### src/rtl/channel_enable.sv
// Receiver-side channel enable sequencer: reads the channel word once and either
// reports a waiting sender or parks rxPid in the channel word.
module channel_enable #(
    parameter int addrBits = 16,
    parameter int dataBits = 16
) (
    input  logic                clk,
    input  logic                reset,
    output logic                finished,
    output logic [addrBits-1:0] address,
    output logic                readWriteMode,
    input  logic [dataBits-1:0] dataOut,
    output logic [dataBits-1:0] dataIn,
    input  logic [addrBits-1:0] channel,
    input  logic [addrBits-1:0] rxPid,
    output logic                rxCanReceive
);

    typedef enum logic [2:0] {
        IDLE,
        READ,
        WAIT,
        DECIDE,
        WRITE,
        DONE
    } state_t;

    state_t              state;
    logic [dataBits-1:0] word_p0;

    function automatic logic [dataBits-1:0] zext(input logic [addrBits-1:0] v);
        return dataBits'(v);
    endfunction

    // Channel word captured from the RAM's registered output; data path only, no reset.
    always_ff @(posedge clk) begin
        if (state == WAIT) begin
            word_p0 <= dataOut;
        end
    end

    always_ff @(posedge clk) begin
        if (!reset) begin
            state         <= IDLE;
            finished      <= 1'b0;
            rxCanReceive  <= 1'b0;
            address       <= '0;
            readWriteMode <= 1'b0;
            dataIn        <= '0;
        end else begin
            case (state)
                IDLE: begin
                    address       <= channel;
                    readWriteMode <= 1'b0;
                    state         <= READ;
                end
                READ: begin
                    state <= WAIT;
                end
                WAIT: begin
                    state <= DECIDE;
                end
                DECIDE: begin
                    if (word_p0 == '0) begin
                        address       <= channel;
                        dataIn        <= zext(rxPid);
                        readWriteMode <= 1'b1;
                        rxCanReceive  <= 1'b0;
                        state         <= WRITE;
                    end else if (word_p0 == zext(rxPid)) begin
                        rxCanReceive <= 1'b0;
                        finished     <= 1'b1;
                        state        <= DONE;
                    end else begin
                        rxCanReceive <= 1'b1;
                        finished     <= 1'b1;
                        state        <= DONE;
                    end
                end
                WRITE: begin
                    // The write commits on this edge; never drive a write again.
                    readWriteMode <= 1'b0;
                    finished      <= 1'b1;
                    state         <= DONE;
                end
                DONE: begin
                    readWriteMode <= 1'b0;
                end
                default: begin
                    state <= IDLE;
                end
            endcase
        end
    end

endmodule

### config.mk
export PLATFORM = sky130hd
export DESIGN_NAME = channel_enable
export DESIGN_NICKNAME = d
export VERILOG_FILES = /design/src/rtl/channel_enable.sv
export SDC_FILE = /design/constraint.sdc
export NUM_CORES = 1
export LEC_CHECK = 0
export ABC_AREA = 1
export BUFFER_PORTS_ARGS = -buffer_cell sky130_fd_sc_hd__clkbuf_2
export CORE_MARGIN = 4
export CORE_UTILIZATION = 45
export DETAILED_ROUTE_END_ITERATION = 6
export GPL_TIMING_DRIVEN = 0
export PLACE_DENSITY = 0.78
export SYNTH_ARGS = -nofsm -noshare
export SYNTH_HDL_FRONTEND = slang
export SYNTH_SLANG_ARGS = --single-unit
### constraint.sdc
create_clock -name clk -period 1.9 [get_ports clk]
set_input_delay 0.19 -clock clk [delete_from_list [all_inputs] [get_ports clk]]
set_output_delay 0.19 -clock clk [all_outputs]
set_load 0.01 [all_outputs]
# Word level (Yosys, flattened, before mapping)
# Index checks and enable logic that the tools add are counted.
# W data, S select, Z words.
# totals
out_inout_bits	35
mem_bits_rw	0
latchBits	0
word_cells	35
mem_count	0
regBits	54
romBits	0
# classes
div_mod_pow	0
multipliers	0
n_eq_ne	8
muxes	10
shift	0
n_lt_le_gt_ge	0
reduce_logical	10
bitwise	0
addsub	0
# ops
cell	n
$pmux W16 S2	1
$pmux W3 S6	1
$eq A16 B16 Y1	1
$logic_not A16 Y1	1
$mux W16	1
$reduce_and A2 Y1	4
$eq A3 B2 Y1 const B	2
$eq A3 B3 Y1 const B	2
$reduce_bool A2 Y1	3
$mux W1	5
$ne A2 B2 Y1 const B	2
$pmux W1 S2	2
$eq A3 B1 Y1 const B	1
$logic_not A3 Y1	1
$reduce_or A3 Y1	1

# Longest topological paths before layout
# depth
ltp_word	4
ltp_mapped	9
ltp_nobuf	9

# Worst setup path after synthesis
# No wires, ideal clock.
# synth_timing
path_kind	register -> register
start	register state[2]
end	register word_p0[0] (enable)
t_required_ps	1491
setup_slack_ps	-50
path_stages_with_launch	2
arrival_ps	1540
setup_ps	409
n_path_buf	0
path_cell_list	dfxtp_1 -> nor3_1
# synth_between
elab_chain_cells	1
# synth_rtl
item	line	rtl
start: declaration	28	state_t state;
start signal: assignment	44	state <= IDLE;
start signal: assignment	55	state <= READ;
start signal: assignment	58	state <= WAIT;
$eq A3 B2 Y1	37	if (state == WAIT) begin
end signal: assignment	38	word_p0 <= dataOut;
end: declaration	29	logic [dataBits-1:0] word_p0;
# No other way between the ends.
# A chain may end at the register's enable or synchronous reset.

# Worst setup path in the final report
# layout_timing
start	register word_p0[0]
end	register address[13]
# layout_between
elab_chain_cells	3
# layout_rtl
item	line	rtl
$logic_not A16 Y1	64	if (word_p0 == '0) begin
$ne A2 B2 Y1 (no line)	n/a	
$reduce_and A2 Y1 (no line)	n/a	
end signal: assignment	53	address <= channel;
end signal: assignment	65	address <= channel;
end: declaration	10	output logic [addrBits-1:0] address,
# No other way between the ends.

==> flow_metrics.tcl <==
set metrics [dict create \
    synth_xor_area_share_pct 0 \
    gp_congestion 0.768 \
    drive_above_1_share_pct 28.9 \
    hold_slack_ns 0.0645 \
    syn_inst 327 \
    ys_types 20 \
    cp_top_family "simple AND/OR/NAND/NOR gates" \
    maxCapViolCount 0 \
    cts-root-buf "clkbuf_8" \
    final_core_util_pct 58.9 \
    fin_nets 467 \
    antenna_found_initial 0 \
    grt_use_met1_pct 22.2 \
    synth_area_sq_um 2470 \
    synth_adder_area_share_pct 0 \
    cp-start-kind "flop" \
    synth.top_cell.area_share_pct 30.8 \
    synth_top_family_by_area "simple AND/OR/NAND/NOR gates" \
    dp_hpwl_microns 4340 \
    worst_pin_slew_ns 0.755 \
    cts_max_level 2 \
    p_per_area_nw_per_um2 862 \
    grt_pass1_vias 2209 \
    firstDrtPassIters 4 \
    die_h_microns 82.1 \
    grt_pass1_wl_microns 9350 \
    drcViolationCount 0 \
    hold_violations 0 \
    wl_per_cell_microns 11.3 \
    pre_cts_slack_ns 0.141 \
    drt-total-wl_microns 5510 \
    setup_viol 0 \
    path_cells "nor2_2 -> nand3_2 -> nor2_4 -> nand3_4 -> nand2_2 -> inv_2 -> buf_6 -> nor2_2 -> nor2_1" \
    setup_tns_ns 0 \
    antenna_cells 0 \
    regToRegStartpoint "word_p0[0]" \
    num_rows 26 \
    die_area_sq_um 6740 \
    die_w_microns 82.1 \
    insertion_delay_ns 0.30 \
    outcome "finished, final reports clean" \
    p_leak_nw 1.53 \
    critPathSlowestCell "edfxtp_1" \
    synth.avg_cell_area_sq_um 7.56 \
    worst-path-buf-inv 2 \
    area_growth_pct 24.1 \
    ff2ff_path_depth 9 \
    viasPerCell 4.63 \
    critPathCaptureType "flop" \
    overflow 0 \
    synth.net_count 377 \
    muxShareOfSynthArea_pct 0 \
    cp_max_fo 10 \
    cts_sinks 54 \
    yosysSeqAreaShare_pct 50.2 \
    io_buffer_count 83 \
    total_power_mw 2.64 \
    period_minus_slack_ns 1.66 \
    synth-simple-area-share_pct 33.3 \
    required_ns 2.10 \
    path_common_cell "nor2_2" \
    critical_path_class "reg -> reg" \
    maxSlewHeadroom_pct 49.5 \
    grt_max_degree 17 \
    drt_iter0_drc 123 \
    busiest_layer "met2" \
    antenna_left 0 \
    track_usage_pct 17.6 \
    hold_class "in -> reg" \
    vias 2259 \
    top_level_ports 85 \
    synth.yosys.warnings 0 \
    slew_violations 0 \
    core_sq_um 5200 \
    cp_slowest_stage_delay_ns 0.45 \
    synth_largest_area_cell "dfxtp_1" \
    critPathLaunch "word_p0[0]" \
    synth.area.top_cells "dfxtp_1, edfxtp_1, nand2_1" \
    hold_depth 1 \
    synth_seq_cells 54 \
    cts_setup_buffers 0 \
    fin_crit_sh_pct 87.5 \
    clk_pin_slew_ns 0.09 \
    fmaxAchievable_mhz 602 \
    synth-compound-area-share_pct 4.96 \
    cp.depth 9 \
    cts_made_buffers 5 \
    use_met2_pct 30.0 \
    setup_ws_ns 0.238 \
    cts_tree "yes" \
    clock_path_buffers 2 \
    min-delay-start "dataOut[4]" \
    final_cell_mix "nand2_1, clkbuf_2, inv_1" \
    use_met3_pct 3.36 \
    ir_drop_mv 0.445 \
    clock-skew-final_ns 0.00938 \
    crit_arrival_ns 1.86 \
    start_util_pct 47.5 \
    final_common_cell "nand2_1" \
    rsz0062_at_grt "no" \
]
-- metal layers --
metal | up-vias | part of all wire, % | wire length (microns)
li1 | 1198 | - | -
met1 | 997 | 43 | 2370
met2 | 57 | 49 | 2710
met3 | 7 | 5.8 | 321
met4 | 0 | 1.9 | 102
met5 | - | 0 | 0
-- Yosys cell counts (all sizes together) --
cell    number
nand4       19
buf          9
dfxtp       38
nor2        50
clkbuf       3
inv         56
edfxtp      16
nor3         1
nand3       19
a21oi       20
nand2       92
o21ai        3
o211ai       1
-- where the power goes --
group          total, mW  internal [mW]  switching (mW)
combinational      0.640          0.253           0.387
sequential          1.39           1.32          0.0727
clock              0.607          0.263           0.344
-- per-stage QoR --
step / instance area [sq um] / std cells
after floorplan: 2480 / 327
after global placement: 2980 / 480
after detailed placement: 2980 / 480
after CTS: 3060 / 488
after global routing: 3070 / 488
final: 3070 / 488
-- flip-flops by register name, indices dropped and copies added (netlist names) --
name and cells:
finished 1, rxCanReceive 1, state 3, dataIn 16
word_p0 16, address 16, readWriteMode 1
-- logic make-up (layout without fill, tap and decap cells) --
family | count (synthesis) | after routing
and+or+nand+nor | 181 | 181
buffers and inverters | 68 | 159
DFF | 54 | 54
AOI/OAI and AO/OA | 24 | 24
-- path summary, 6_finish.rpt --
check	to	slack (ns)
worst max-delay path	address[13]	0.24
worst min-delay path	word_p0[4]	0.06
worst max register to register	address[13]	0.24
worst min register to register	dataIn[13]	0.46
-- cell type report --
type | instances | area [sq um]
Buffer | 12 | 75.1
Clock buffer | 8 | 80.1
Fill cell | 499 | 2140
Inverter | 56 | 210
Multi-Input combinational cell | 205 | 956
Sequential cell | 54 | 1240
Tap cell | 70 | 87.6
Timing Repair Buffer | 83 | 415
-- timing repair --
action                                  CTS  global route
endpoints found under the setup margin    0            16
gates resized for setup                   0             1
hold buffers                              0             0
(Power assumes the default switching activity.)
